--- config.mk ---
export PLATFORM = sky130hd
export DESIGN_NAME = ycloader
export DESIGN_NICKNAME = d
export VERILOG_FILES = /design/src/rtl/ycloader_pkg.sv /design/src/rtl/ycloader_col.sv /design/src/rtl/ycloader.sv
export SDC_FILE = /design/constraint.sdc
export NUM_CORES = 1
export LEC_CHECK = 0
export ABC_AREA = 1
export BUFFER_PORTS_ARGS = -buffer_cell sky130_fd_sc_hd__clkbuf_2
export CELL_PAD_IN_SITES_DETAIL_PLACEMENT = 0
export CELL_PAD_IN_SITES_GLOBAL_PLACEMENT = 1
export CORE_AREA = 2 2 100 102
export DETAILED_ROUTE_END_ITERATION = 6
export DIE_AREA = 0 0 102 104
export GPL_TIMING_DRIVEN = 1
export PLACE_DENSITY = 0.85
export SYNTH_ARGS = -nofsm -noshare
export SYNTH_HDL_FRONTEND = slang
export SYNTH_SLANG_ARGS = --single-unit
--- constraint.sdc ---
create_clock -name confclk -period 1.2 [get_ports confclk]
set_input_delay 0.24 -clock confclk [delete_from_list [all_inputs] [get_ports confclk]]
set_output_delay 0.24 -clock confclk [all_outputs]
set_load 0.01 [all_outputs]
--- src/rtl/ycloader_pkg.sv ---
// yc_pkg: value/cell encodings and the loader FSM state type shared by
// ycloader and its per-column register ycload_col.
package yc_pkg;

  // Cell value encodings.
  localparam logic [1:0] VEMPTY = 2'd0;
  localparam logic [1:0] V0     = 2'd1;
  localparam logic [1:0] V1     = 2'd2;

  // Per-cell configuration codes (the character is the cell's symbol).
  typedef enum logic [2:0] {
    CELL_DOT   = 3'b000,  // '.'
    CELL_PLUS  = 3'b001,  // '+'
    CELL_MINUS = 3'b010,  // '-'
    CELL_BAR   = 3'b011,  // '|'
    CELL_ONE   = 3'b100,  // '1'
    CELL_ZERO  = 3'b101,  // '0'
    CELL_Y     = 3'b110,  // 'Y'
    CELL_N     = 3'b111   // 'N'
  } yc_cell_t;

  // Loader FSM states.
  typedef enum logic [2:0] {
    ST_IDLE,
    ST_LWAIT,
    ST_SETUP,
    ST_STROBE,
    ST_SETTLE,
    ST_DONE
  } yc_state_t;

  // Counter width able to hold 0..n-1, never narrower than one bit.
  function automatic int cnt_width(input int n);
    return (n > 1) ? $clog2(n) : 1;
  endfunction

endpackage

--- src/rtl/ycloader_col.sv ---
// ycload_col: one column's CBITS-bit load/shift register. With
// YCLOADER_READBACK_EN defined it also keeps a return register that
// collects the bits arriving at the chain tail, first bit ending in the msb.
module ycload_col
  import yc_pkg::*;
#(
  parameter int CBITS = 3
) (
  input  logic             clk,
  input  logic             rst_n,
  input  logic             load,
  input  logic             shift,
  input  logic [CBITS-1:0] din,
  output logic             next_msb
`ifdef YCLOADER_READBACK_EN
  ,
  input  logic             strobe,
  input  logic             ret_in,
  output logic [CBITS-1:0] ret
`endif
);

  logic [CBITS-1:0] sreg_q;
  logic [CBITS-1:0] sreg_d;
  logic [CBITS-1:0] sreg_shl;

  // The bit that becomes the head bit once the register shifts.
  assign sreg_shl = sreg_q << 1;
  assign next_msb = sreg_shl[CBITS-1];

  // Load a new row value or shift toward the msb.
  always_comb begin
    sreg_d = sreg_q;
    if (load) begin
      sreg_d = din;
    end else if (shift) begin
      sreg_d = sreg_shl;
    end
  end

  // Shift register state.
  always_ff @(posedge clk or negedge rst_n) begin
    if (!rst_n) begin
      sreg_q <= '0;
    end else begin
      sreg_q <= sreg_d;
    end
  end

`ifdef YCLOADER_READBACK_EN
  logic [CBITS-1:0] ret_q;
  logic [CBITS-1:0] ret_d;

  // Collect the tail bit on every strobe; earliest bit drifts to the msb.
  always_comb begin
    ret_d = ret_q;
    if (strobe) begin
      ret_d = (ret_q << 1) | CBITS'(ret_in);
    end
  end

  // Return register state.
  always_ff @(posedge clk or negedge rst_n) begin
    if (!rst_n) begin
      ret_q <= '0;
    end else begin
      ret_q <= ret_d;
    end
  end

  assign ret = ret_q;
`endif

endmodule

--- src/rtl/ycloader.sv ---
// ycloader: serialises rows of per-cell codes into COLS parallel
// configuration chains with a shift strobe, holding the array in reset
// while loading. Optional readback of shifted-out bits is enabled by
// defining YCLOADER_READBACK_EN (adds rdata/rvalid).
module ycloader
  import yc_pkg::*;
#(
  parameter int COLS   = 16,
  parameter int ROWS   = 16,
  parameter int CBITS  = 3,
  parameter int SETTLE = 4
) (
  input  logic                  confclk,
  input  logic                  nreset,
  input  logic                  start,
  input  logic [COLS*CBITS-1:0] wdata,
  input  logic                  wvalid,
  output logic                  wready,
  output logic [COLS-1:0]       cbit,
  output logic                  cstrobe,
  input  logic [COLS-1:0]       cbitret,
  output logic                  arst,
  output logic                  busy,
  output logic                  done
`ifdef YCLOADER_READBACK_EN
  ,
  output logic [COLS*CBITS-1:0] rdata,
  output logic                  rvalid
`endif
);

  localparam int BW = cnt_width(CBITS);
  localparam int RW = cnt_width(ROWS);
  localparam int SW = cnt_width(SETTLE);
  localparam logic [BW-1:0] BIT_LAST    = BW'(CBITS - 1);
  localparam logic [RW-1:0] ROW_LAST    = RW'(ROWS - 1);
  localparam logic [SW-1:0] SETTLE_LAST = SW'((SETTLE > 0) ? SETTLE - 1 : 0);

  yc_state_t       state_q, state_d;
  logic            wready_q, wready_d;
  logic            cstrobe_q, cstrobe_d;
  logic            arst_q, arst_d;
  logic            busy_q, busy_d;
  logic            done_q, done_d;
  logic [COLS-1:0] cbit_q, cbit_d;
  logic [BW-1:0]   bit_cnt_q, bit_cnt_d;
  logic [RW-1:0]   row_cnt_q, row_cnt_d;
  logic [SW-1:0]   settle_cnt_q, settle_cnt_d;

  logic            col_load;
  logic            col_shift;
  logic [COLS-1:0] load_msb;
  logic [COLS-1:0] next_msb;

`ifdef YCLOADER_READBACK_EN
  logic            rvalid_q, rvalid_d;
  logic            col_strobe;
`else
  logic            unused_cbitret;
  assign unused_cbitret = ^cbitret;
`endif

  for (genvar gi = 0; gi < COLS; gi++) begin : g_col
    assign load_msb[gi] = wdata[gi*CBITS + CBITS - 1];

    ycload_col #(
      .CBITS(CBITS)
    ) u_col (
      .clk     (confclk),
      .rst_n   (nreset),
      .load    (col_load),
      .shift   (col_shift),
      .din     (wdata[gi*CBITS +: CBITS]),
      .next_msb(next_msb[gi])
`ifdef YCLOADER_READBACK_EN
      ,
      .strobe  (col_strobe),
      .ret_in  (cbitret[gi]),
      .ret     (rdata[gi*CBITS +: CBITS])
`endif
    );
  end

  // Next-state and next-output logic; outputs are set on entry to the state
  // in which they must be visible.
  always_comb begin
    state_d      = state_q;
    wready_d     = 1'b0;
    cstrobe_d    = 1'b0;
    done_d       = 1'b0;
    arst_d       = arst_q;
    busy_d       = busy_q;
    cbit_d       = cbit_q;
    bit_cnt_d    = bit_cnt_q;
    row_cnt_d    = row_cnt_q;
    settle_cnt_d = settle_cnt_q;
    col_load     = 1'b0;
    col_shift    = 1'b0;
`ifdef YCLOADER_READBACK_EN
    rvalid_d     = 1'b0;
    col_strobe   = 1'b0;
`endif
    case (state_q)
      ST_IDLE: begin
        if (start) begin
          busy_d    = 1'b1;
          arst_d    = 1'b1;
          row_cnt_d = '0;
          wready_d  = 1'b1;
          state_d   = ST_LWAIT;
        end
      end
      ST_LWAIT: begin
        if (wvalid) begin
          col_load  = 1'b1;
          bit_cnt_d = '0;
          cbit_d    = load_msb;
          state_d   = ST_SETUP;
        end else begin
          wready_d = 1'b1;
        end
      end
      ST_SETUP: begin
        cstrobe_d = 1'b1;
        state_d   = ST_STROBE;
      end
      ST_STROBE: begin
`ifdef YCLOADER_READBACK_EN
        col_strobe = 1'b1;
`endif
        if (bit_cnt_q != BIT_LAST) begin
          col_shift = 1'b1;
          bit_cnt_d = bit_cnt_q + BW'(1);
          cbit_d    = next_msb;
          state_d   = ST_SETUP;
        end else begin
`ifdef YCLOADER_READBACK_EN
          rvalid_d = 1'b1;
`endif
          if (row_cnt_q != ROW_LAST) begin
            row_cnt_d = row_cnt_q + RW'(1);
            wready_d  = 1'b1;
            state_d   = ST_LWAIT;
          end else if (SETTLE == 0) begin
            arst_d  = 1'b0;
            busy_d  = 1'b0;
            done_d  = 1'b1;
            state_d = ST_DONE;
          end else begin
            settle_cnt_d = '0;
            state_d      = ST_SETTLE;
          end
        end
      end
      ST_SETTLE: begin
        if (settle_cnt_q == SETTLE_LAST) begin
          arst_d  = 1'b0;
          busy_d  = 1'b0;
          done_d  = 1'b1;
          state_d = ST_DONE;
        end else begin
          settle_cnt_d = settle_cnt_q + SW'(1);
        end
      end
      ST_DONE: begin
        state_d = ST_IDLE;
      end
      default: begin
        state_d = ST_IDLE;
      end
    endcase
  end

  // State, counters and registered outputs.
  always_ff @(posedge confclk or negedge nreset) begin
    if (!nreset) begin
      state_q      <= ST_IDLE;
      wready_q     <= 1'b0;
      cstrobe_q    <= 1'b0;
      arst_q       <= 1'b1;
      busy_q       <= 1'b0;
      done_q       <= 1'b0;
      cbit_q       <= '0;
      bit_cnt_q    <= '0;
      row_cnt_q    <= '0;
      settle_cnt_q <= '0;
`ifdef YCLOADER_READBACK_EN
      rvalid_q     <= 1'b0;
`endif
    end else begin
      state_q      <= state_d;
      wready_q     <= wready_d;
      cstrobe_q    <= cstrobe_d;
      arst_q       <= arst_d;
      busy_q       <= busy_d;
      done_q       <= done_d;
      cbit_q       <= cbit_d;
      bit_cnt_q    <= bit_cnt_d;
      row_cnt_q    <= row_cnt_d;
      settle_cnt_q <= settle_cnt_d;
`ifdef YCLOADER_READBACK_EN
      rvalid_q     <= rvalid_d;
`endif
    end
  end

  assign wready  = wready_q;
  assign cstrobe = cstrobe_q;
  assign arst    = arst_q;
  assign busy    = busy_q;
  assign done    = done_q;
  assign cbit    = cbit_q;
`ifdef YCLOADER_READBACK_EN
  assign rvalid  = rvalid_q;
`endif

endmodule

* Word level (Yosys, flattened, before mapping)
Cells that the tools add are included.
** Cells by class
- Add/subtract/negate cells :: 3
- Equal/unequal tests :: 15
- Reductions and logical operators :: 11
- Mux-type cells :: 67
** Operator list (number)
- 2-bit 2-to-1 mux :: 37
- 16-bit 2-to-1 mux :: 2
- 16-bit case mux with 2 select lines :: 1
- 2-bit != test (second input constant) :: 9
- 3-bit 2-to-1 mux :: 5
- 3-bit case mux with 5 select lines :: 1
- 1-bit 2-to-1 mux :: 13
- 4-bit 2-to-1 mux :: 3
- 2-bit nonzero test :: 5
- 3-bit AND reduction :: 3
- 2-bit case mux with 2 select lines :: 2
- 4-bit case mux with 2 select lines :: 1
- 4-bit AND reduction :: 2
- 3-bit by 2-bit equality test with 1-bit output (second input constant) :: 2
- 2-bit by 1-bit adder with 2-bit output (second input constant) :: 2
- 4-bit by 1-bit adder with 4-bit output (second input constant) :: 1
- 4-bit != test (second input constant) :: 1
- 3-bit by 1-bit equality test with 1-bit output (second input constant) :: 1
- 3-bit equality test (second input constant) :: 1
- 3-bit logical NOT :: 1
- 1-bit case mux with 3 select lines :: 1
- 2-bit equality test (second input constant) :: 1
- 1-bit case mux with 2 select lines :: 1
** Storage, ports and cells
- Flip-flop bits (word level) :: 64

* Longest topological paths before layout
Gate-level depths: netlist (run 1).
- Depth in word-level cells :: 5
- Mapped depth :: 9

* Hierarchy
Synthesis (run 1) repeated with hierarchy kept, for this count alone.
** Unflattened totals
- Cell total of the unflattened synthesis :: 383
- Area, all modules :: 3030.4 um2
** Modules (own cells, without submodules)
- ycloader :: area an instance 1609.0 um2, seq. area each 802.0 um2, cells an instance 207, times used 1
- ycload_col :: area an instance 88.8 um2, seq. area each 50.0 um2, cells an instance 11, times used 16

* Least setup slack after synthesis (run 1)
OpenSTA, ideal clock, no wires.
- Path kind :: reg2reg
- Start point :: register state_q[2]
- End point :: register g_col[13].u_col.sreg_q[1]
- Setup slack :: -135 ps
- Cell stages (with the launch flop) :: 10
- Arrival :: 1217 ps
- Clock period less this slack :: 1335 ps
- Path buffers :: 1
- Data required time :: 1082 ps
- Cell sequence :: dfrtp_1 inv_2 nand2_2 nor2_4 nand2_2 nand2_2 inv_2 buf_6 nand2_1 nand2_1
** On the way
- Longest elaborated chain between the ends :: 3
- Elaborated cells between the ends (all ways) :: 6
- Those cells by class :: eq/ne (2); mux (3); reduce/logical (1)
** Ends and longest elaborated chain
- start: declaration :: line ycloader.sv:39 : yc_state_t state_q, state_d;
- start signal: assignment :: line ycloader.sv:191 : state_q <= state_d;
- 3-bit by 1-bit equality test with 1-bit output / 3-bit by 2-bit equality test with 1-bit output (equally long branches) :: line ycloader.sv:103 : case (state_q)
- 1-bit 2-to-1 mux :: line ycloader.sv:103
- 2-bit 2-to-1 mux / 2-bit nonzero test (equally long branches)
- end signal: assignment :: line ycloader_col.sv:46 : sreg_q <= sreg_d;
- end: declaration :: line ycloader_col.sv:23 : logic [CBITS-1:0] sreg_q;
Parallel ways exist; a longest one is shown, timed or not.
A chain may end at the register's enable or synchronous reset.

* Worst setup path in the final report (run 1)
- Start point :: register state_q[2]
- End point :: register g_col[6].u_col.sreg_q[1]
** On the way
- Longest elaborated chain between the ends :: 3
- Elaborated cells between the ends (all ways) :: 6
- Those cells by class :: eq/ne (2); mux (3); reduce/logical (1)
** Ends and longest elaborated chain (line)
- 3-bit by 1-bit equality test with 1-bit output / 3-bit by 2-bit equality test with 1-bit output (equally long branches) :: ycloader.sv:103
- 1-bit 2-to-1 mux :: ycloader.sv:103
- 2-bit 2-to-1 mux / 2-bit nonzero test (equally long branches)
- end signal: assignment :: ycloader_col.sv:46
- end: declaration :: ycloader_col.sv:23
Parallel ways exist; a longest one is shown, timed or not.

==> results of run 1 <==
[flip-flops by register name, summed over array words and instances (netlist names)]
name	cells
g_col.u_col.sreg_q	32
cbit	16
row_cnt_q	4
state_q	3
bit_cnt_q	2
settle_cnt_q	2
arst	1
busy	1
cstrobe	1
done	1
wready	1
[where the power goes]
group	internal [mW]	switching [mW]	total [mW]
clock network	0.792	0.812	1.60
logic	2.02	2.65	4.66
registers	2.96	0.401	3.36
total	5.77	3.86	9.63
[layout by cell type, fill, tap and decap left out, types with 9 or more instances in the layout]
master	synthesis	routed
sky130_fd_sc_hd__o21ai_0	20	19
sky130_fd_sc_hd__clkbuf_8	0	10
sky130_fd_sc_hd__nor2_1	12	9
sky130_fd_sc_hd__buf_4	6	23
sky130_fd_sc_hd__dfrtp_1	63	62
sky130_fd_sc_hd__inv_1	41	40
sky130_fd_sc_hd__nand2_1	180	171
sky130_fd_sc_hd__clkbuf_2	0	70
sky130_fd_sc_hd__nand3_2	2	10
sky130_fd_sc_hd__nand3_1	46	36
[cells in the mapped netlist]
library cell	count
sky130_fd_sc_hd__nor2_4	1
sky130_fd_sc_hd__ha_1	3
sky130_fd_sc_hd__xor2_1	1
sky130_fd_sc_hd__nand2_2	3
sky130_fd_sc_hd__nand2_1	180
sky130_fd_sc_hd__dfrtp_1	63
sky130_fd_sc_hd__o21ai_1	1
sky130_fd_sc_hd__buf_2	5
sky130_fd_sc_hd__inv_2	4
sky130_fd_sc_hd__nor2_1	12
sky130_fd_sc_hd__buf_4	6
sky130_fd_sc_hd__nand3_1	46
sky130_fd_sc_hd__xnor2_1	1
sky130_fd_sc_hd__nor2_2	1
sky130_fd_sc_hd__nor3_2	1
sky130_fd_sc_hd__clkbuf_1	1
sky130_fd_sc_hd__nand3_2	2
sky130_fd_sc_hd__o21ai_0	20
sky130_fd_sc_hd__buf_6	3
sky130_fd_sc_hd__dfstp_2	1
sky130_fd_sc_hd__inv_1	41
sky130_fd_sc_hd__o22ai_1	1
sky130_fd_sc_hd__nor3_1	1
sky130_fd_sc_hd__nand3b_1	1
[cell families (layout without fill, tap and decap cells)]
kind of cell / count (synthesis) / count (layout) / share of synthesized area
AOI/OAI and AO/OA: 22 / 22 / 0.0362
xor gates and xnor gates: 2 / 2 / 0.00570
adders and majority gates: 3 / 3 / 0.0122
buffers and inverters: 60 / 170 / 0.0899
DFF: 64 / 64 / 0.521
and+or+nand+nor: 248 / 249 / 0.335
[routing by layer]
metal / wire length, um / share of wire
met2: 3740 / 0.47
met5: 0 / 0
met4: 237 / 0.030
met1: 3750 / 0.47
met3: 278 / 0.035
[critical path, stage by stage (launching register included)]
cell and delay (ps):
sky130_fd_sc_hd__dfrtp_1 430, sky130_fd_sc_hd__inv_2 100, sky130_fd_sc_hd__nand2_4 60, sky130_fd_sc_hd__nor2_4 160
sky130_fd_sc_hd__nand2_4 90, sky130_fd_sc_hd__nand2_8 120, sky130_fd_sc_hd__inv_8 60, sky130_fd_sc_hd__buf_12 140
sky130_fd_sc_hd__nand2_1 50, sky130_fd_sc_hd__nand2_1 50
[cell type report]
class / instances / area, sq um / share of cell area
Clock inverter: 4 / 20.0 / 0.00472
Timing Repair Buffer: 109 / 758 / 0.179
Multi-Input combinational cell: 276 / 1370 / 0.322
Sequential cell: 64 / 1600 / 0.378
Clock buffer: 12 / 145 / 0.0342
Tap cell: 133 / 166 / 0.0392
Inverter: 45 / 181 / 0.0428
[per-stage QoR]
| step | setup TNS (ps) | instances | worst slack [ps] | power (mW) | area [sq um] |
|---|---|---|---|---|---|
| after global placement | -4340 | 617 | -137 | 7.07 | 3760 |
| after CTS | -4400 | 640 | -123 | 9.24 | 4120 |
| after detailed placement | -6050 | 617 | -174 | 7.20 | 3760 |
| after global routing | -13480 | 643 | -272 | 10.5 | 4240 |
| after floorplan | -5340 | 399 | -117 | 5.85 | 3080 |
| final | -7660 | 643 | -171 | 9.63 | 4240 |
[final timing paths]
check | from | endpoint | slack, ps | depth (start not counted)
hold reg to reg | cbit[3] | cbit[3] | 470 | 2
setup reg to reg | state_q[2] | g_col[6].u_col.sreg_q[1] | -170 | 9
setup / recovery | state_q[2] | g_col[6].u_col.sreg_q[1] | -170 | 9
max in group asynchronous | nreset | cbit[10] | 340 | 3
min in group asynchronous | nreset | row_cnt_q[0] | 300 | 2
hold / removal | wdata[21] | g_col[7].u_col.sreg_q[0] | 100 | 3
[timing repair]
action                     4_1_cts  5_1_grt
hold buffers                     1        0
pin swaps                        4        3
gates resized for setup         36       15
buffers inserted                 3        0
setup endpoints to repair       62       63
gates cloned                     3        3
hold endpoints to repair         8        0
==> results.txt, run 1 <==
After synthesis, the cell types taking the most area are sky130_fd_sc_hd__dfrtp_1, sky130_fd_sc_hd__nand2_1, sky130_fd_sc_hd__nand3_1, sky130_fd_sc_hd__inv_1, sky130_fd_sc_hd__o21ai_0. The initial antenna violation count came out at 0. The port buffer count works out to 72. The ratio of routed vias to standard cells is 4.41. Global routing finished with a remaining overflow of 0. For the number of inserted filler cells in the final layout, the log shows 995. The share of synthesized area occupied by flip-flops and latches was 0.521; the worst endpoint data arrival time was 1610 ps. The tools report the net count after synthesis as 470.

The Yosys warning count is 0. Setup repair after global routing could not meet its margin everywhere. The mean post-synth cell area is 7.71 sq um, and the core occupancy in the finished layout is 0.444. The global routing met2 resource utilization came out at 0.245. The global routing usage summed across all routing layers was 0.160; the static power due to leakage was 2.35 nW. The met3 track utilization from global routing is 0.0289, and the number of nets at the end of the flow is 576.

The run finished, with violations left. The longest clock path from root to sink contains 2 buffers. The tools report the number of nets with antenna violations after detailed routing as 0.

The initial core utilization was 0.322. Clock skew on the completed layout was measured at 5.10 ps. Number of synthesized register bits: 64. The summed instance area of the synthesized netlist was 0.00308 sq mm; the clock transition time at the flip-flop clock pins of the worst setup and hold paths was 70 ps.

The die covers 0.0106 sq mm. The number of global-route vias before repair is 2856. The path category of the worst min-delay check was primary input to flop.

The worst-case setup margin in the final layout was -171 ps. The tree is rooted in a sky130_fd_sc_hd__clkbuf_8. The maximum fanout encountered on the critical timing path came out at 12. For the highest ir drop seen on vdd, the log shows 0.594 mV. At the worst endpoint, the required time is 1440 ps. The final critical-path share of the clock period works out to 1.14. The layer with the highest usage after global routing is met2. For the setup-violating endpoint count in the final report, the log shows 61. The start-to-end type of the worst setup path was flop to flop. The final reports fail on setup timing. The H-tree was split into 3 levels. The met1 global-route usage came out at 0.210. In this run the horizontal extent of the chip is 102 um.

Once detailed placement completed, the half-perimeter wirelength came to 5460 um. In the routed design, unresolved DRC markers number 0. The cell count after synthesis came out at 399. Final hold analysis gives a worst-case slack of 95.9 ps. The routed via count is 2838. Across the run, the number of max-cap violations was 0.

0 antenna diodes ended up in the layout. The relative max-transition margin is 0.804. In this run the core area contains 36 standard-cell rows.

For the detailed-route wire length, the log shows 8010 um. The share of post-route cells with drive strength above 1 is 0.316. The ratio of total power to cell area is 2270 mW/mm^2, and the routability congestion estimate from global placement is 0.836.

Yosys mapped the design onto 24 distinct sky130hd cell types. The count of pins over their slew limit was 0; the maximum number of pins on one net before global-route repair was 56. The average wire per cell in the routed design is 12.5 um, and the number of sinks on the clock net is 64. In this run the count of I/O pins placed on the die edge is 89. The wire length of the first global-routing pass is 13200 um. The nature of the critical path endpoint is a flop. For this run, the top clock speed supported by timing is 0.729 GHz.

After the first detailed-routing iteration, the DRC count stood at 128. The time the worst path needs with I/O delays and setup is 1370 ps, and the area of the core is 0.00955 sq mm. TritonCTS built the clock tree.

The hold violation count in the final report was 0; the fraction of post-synthesis cell area in the top cell type by area was 0.513. The tools report the startpoint type of the worst setup path as a flop. The cell taking the most area after synthesis is sky130_fd_sc_hd__dfrtp_1. The number of buffers added by the clock tree synthesis step is 9. Clock latency on the worst-skew pair, taken at its later pin, is 350 ps. The area growth from synthesis to layout is 37.9%.

The pre-antenna-repair detailed-routing pass consisted of 5 iterations. For the pin with the worst max-slew slack, the measured transition is 294 ps. The y dimension of the die came out at 104 um.
(Power assumes the default switching activity.)
==> run 2: changes to the inputs <==
--- a/config.mk
+++ b/config.mk
@@ -5,15 +5,14 @@
 export SDC_FILE = /design/constraint.sdc
 export NUM_CORES = 1
 export LEC_CHECK = 0
-export ABC_AREA = 1
 export BUFFER_PORTS_ARGS = -buffer_cell sky130_fd_sc_hd__clkbuf_2
 export CELL_PAD_IN_SITES_DETAIL_PLACEMENT = 0
 export CELL_PAD_IN_SITES_GLOBAL_PLACEMENT = 1
-export CORE_AREA = 2 2 100 102
+export CORE_AREA = 2 2 87 89
 export DETAILED_ROUTE_END_ITERATION = 6
-export DIE_AREA = 0 0 102 104
+export DIE_AREA = 0 0 89 91
 export GPL_TIMING_DRIVEN = 1
-export PLACE_DENSITY = 0.85
+export PLACE_DENSITY = 0.95
 export SYNTH_ARGS = -nofsm -noshare
 export SYNTH_HDL_FRONTEND = slang
 export SYNTH_SLANG_ARGS = --single-unit
==> constraint.sdc (replaced) <==
create_clock -name confclk -period 1.7 [get_ports confclk]
set_input_delay 0.34 -clock confclk [delete_from_list [all_inputs] [get_ports confclk]]
set_output_delay 0.34 -clock confclk [all_outputs]
set_load 0.01 [all_outputs]
==> results.txt, run 2 <==
The run finished, with violations left. The final reports fail on hold timing. The number of flops mapped to enable cells by yosys came out at 0. Data arrives at the worst endpoint at 1900 ps.

The share of synthesized area occupied by flip-flops and latches was 0.521; the portion of total power attributed to the clock network was 0.183. The relative max-transition margin came out at 0.766. The path category of the worst min-delay check was primary input to async pin.

The fraction of power consumed by combinational cells was 0.467; the proportion of register bits with asynchronous set or reset after synthesis was 1.00. Most common cell in the netlist: sky130_fd_sc_hd__dfrtp_1. After detailed routing, the number of remaining DRC violations is 0. The run gives 65 as the maximum number of pins on one net before global-route repair. The logs give 146 for the DRC violation total after the first TritonRoute iteration and 0.761 mV for the highest ir drop seen on vdd. The ratio of total power to cell area is 1820 mW/mm^2, and the worst slack after detailed placement is 28.2 ps. Detailed placement finished with a half-perimeter wire length of 4030 um. The flip-flop count of the largest register after layout is 32, and the fraction of power consumed by sequential logic is 0.350.

For this run, the slowest stage of the critical path takes 390 ps. Nature of the critical path endpoint: a flop. The design draws 7.33 mW.

The number of antenna diodes in the final layout is 0. The launch instance of the worst register-to-register path is state_q[1]. The time the worst path needs with I/O delays and setup was 1670 ps; the ratio of routed vias to standard cells was 4.95. In this run the standard cell core region covers 0.00714 sq mm.

For the routed via count, the log shows 2195. The summed instance area of the synthesized netlist was 0.00308 sq mm; the highest attainable clock frequency was 0.598 GHz. The share of post-route cells with drive strength above 1 is 0.526. Yosys printed 0 warnings.

The final critical-path share of the clock period is 0.983, and the cell count after synthesis is 247. In this run the mean area of a mapped cell was 12.5 sq um. The cell taking the most area after synthesis was sky130_fd_sc_hd__dfrtp_1.

For the wire length of the first global-routing pass, the log shows 9540 um. The average wire per cell in the routed design is 14.4 um, and the number of nets with antenna violations after detailed routing is 0. The number of buffers on the longest clock path was 2. The tools report the number of global-route vias before repair as 2123. In the synthesized netlist the dominant register cell turns out to be sky130_fd_sc_hd__dfrtp_1. The proportion of synthesized area in mux cells came out at 0.257. The post-synthesis adder-cell area fraction was 0.0122; the number of nets at the end of the flow was 410.

Critical register-to-register path endpoint: g_col[3].u_col.sreg_q[1]. Counting instances in the post-synthesis netlist gives the leading cell types as sky130_fd_sc_hd__dfrtp_1, sky130_fd_sc_hd__mux2_2, sky130_fd_sc_hd__o21ai_0. For the number of placed instances with taps included, the log shows 421. The startpoint type of the worst setup path is a flop.

For the overall die area, the log shows 0.00810 sq mm. The filler-free cell count of the finished design is 443. The worst-margin pin slew is 351 ps, and the net count after synthesis is 318. Internal power comes to 4.97 mW. The fraction of post-synthesis cell area in the top cell type by area was 0.513; the y dimension of the die was 91 um. Most common library cell in the layout ignoring fill and taps: sky130_fd_sc_hd__clkbuf_2. The initial core utilization is 0.431, and the worst path required time is 1930 ps.

The start-to-end type of the worst setup path was flop to flop. The signal on the critical path passes through buf_4 > nand2b_4 > a21boi_4 > buf_12 > clkbuf_16 > mux2_2. Count of cell types in the netlist: 39.

The tools report the initial antenna violation count as 0. In the layout the commonest cells are sky130_fd_sc_hd__clkbuf_2, sky130_fd_sc_hd__dfrtp_1, sky130_fd_sc_hd__mux2_2, sky130_fd_sc_hd__o21ai_0, sky130_fd_sc_hd__nand2_1. Clock skew on the completed layout was measured at 11.1 ps. For the final global-route overflow total, the log shows 0.

The count of H-tree levels built during CTS was 3; the fraction of the mapped netlist area in simple logic gates was 0.107. In this run the tool buffered the top-level ports with 72 buffer cells. The number of iterations in the first detailed-routing pass was 4; the number of maximum-capacitance constraint violations was 0.

For this design the top-level I/O count stands at 89. The clock transition time at the flip-flop clock pins of the worst setup and hold paths was 80 ps; the clock latency reported for the late side of the worst-skew pair was 340 ps. Xor/xnor share of the synthesized area: 0. The fraction of the mapped netlist area in compound gates is 0.0683. Sorting the synthesized cells by area gives the leading types as sky130_fd_sc_hd__dfrtp_1, sky130_fd_sc_hd__mux2_2, sky130_fd_sc_hd__mux2_4, sky130_fd_sc_hd__o21ai_0, sky130_fd_sc_hd__nand2_1. The register ranked first by flip-flop count was g_col.u_col.sreg_q. Once routing completed, OpenROAD measured the worst setup slack at 28.6 ps.

In this run the worst path has a maximum fanout of 13. The number of buffers added by the clock tree synthesis step is 9, and the core occupancy in the finished layout is 0.563. TritonCTS built the clock tree.

In this run, synthesis produced a sequential element count of 64. The congestion estimate from routability-driven global placement came to 0.723. After synthesis, the largest family of logic cells by area is multiplexers.

The proportion of total power due to net switching was 0.322; the row count was 31. Global routing usage summed across all routing layers: 0.152. The analysis attributes to cell leakage a power of 1.91 nW. The count of pins over their slew limit is 0, and the setup-violating endpoint count in the final report is 0.

The relative area change from synthesis to final layout works out to 30.8%. After detailed routing, the total wire length is 6390 um. The floorplan step set the die width to 89 um.

For the worst flop-to-flop path, the logic depth is 6. The slowest stage of the critical path belongs to the cell sky130_fd_sc_hd__dfrtp_1. The tree built by TritonCTS fans out to 64 sinks. The hold slack is -2.26 ps.

In this run the cell area measured after placement is 0.00367 sq mm. The summed area of non-filler cells in the final layout was 0.00402 sq mm; the worst setup slack for register-to-register paths was 30 ps. The analysis attributes to net switching a power of 2.36 mW.

In this run the clock root is driven by a sky130_fd_sc_hd__clkbuf_8. The hold violation count in the final report is 5.
-- run 2: cell type report --
class / count / area [sq um]
fillers: 664 / 3120
flip-flops and latches: 64 / 1600
multi-input cells: 164 / 1390
repair buffers: 95 / 678
clock buffers: 10 / 138
well taps: 99 / 124
clock inverters: 6 / 68.8
inverters: 5 / 18.8
-- run 2: kinds of logic (layout without fill, tap and decap cells) --
kind of cell,Yosys count,count (layout)
AO/OA/AOI/OAI,35,35
adder cells (fa/ha/maj),3,3
buffers and inverters,19,116
flip-flops,64,64
multiplexers,67,67
AND/OR/NAND/NOR,59,59
-- run 2: worst max path at each step --
stage / startpoint / to / slack [ps] / cells after the start
final: state_q[1] / g_col[3].u_col.sreg_q[1] / 30 / 6
after global routing: state_q[2] / g_col[3].u_col.sreg_q[1] / -20 / 6
after CTS: bit_cnt_q[0] / g_col[1].u_col.sreg_q[1] / 20 / 6
after detailed placement: bit_cnt_q[0] / g_col[2].u_col.sreg_q[1] / 30 / 6
after global placement: state_q[2] / g_col[3].u_col.sreg_q[1] / 60 / 4
after floorplan: state_q[1] / g_col[12].u_col.sreg_q[1] / 90 / 4
-- run 2: power by group through the flow --
stage	registers, mW	clock network (mW)	logic [mW]
global placement	2.56	0	2.95
detailed placement	2.60	0	3.05
finish	2.57	1.34	3.42
global route	2.66	1.45	3.76
CTS	2.57	1.39	3.06
floorplan	2.64	0	2.08
-- run 2: what timing repair did --
action	CTS	global route
buffers inserted	0	2
gates resized for setup	0	3
endpoints found under the setup margin	0	31
hold buffers	0	0
-- run 2: worst max-delay path, delay by kind of cell (launching register included) --
kind	cells	cell delay, ps
compound gates	1	170
buf+inv	3	500
flops	1	390
mux	1	340
simple gates	1	160
-- run 2: per-stage QoR --
stage | TNS (ps) | hold WS, ps
after detailed placement | 0 | 385
final | 0 | -2.26
after global routing | -106 | 31.3
after global placement | 0 | 380
after floorplan | 0 | 44.4
after CTS | 0 | 10.3
-- run 2: metal layers --
layer / vias to the layer above / track usage / share of wire
li1: 1055 / - / -
met1: 1080 / 0.194 / 0.46
met2: 49 / 0.246 / 0.49
met3: 11 / 0.0273 / 0.038
met4: 0 / 0.0746 / 0.019
met5: - / 0 / 0
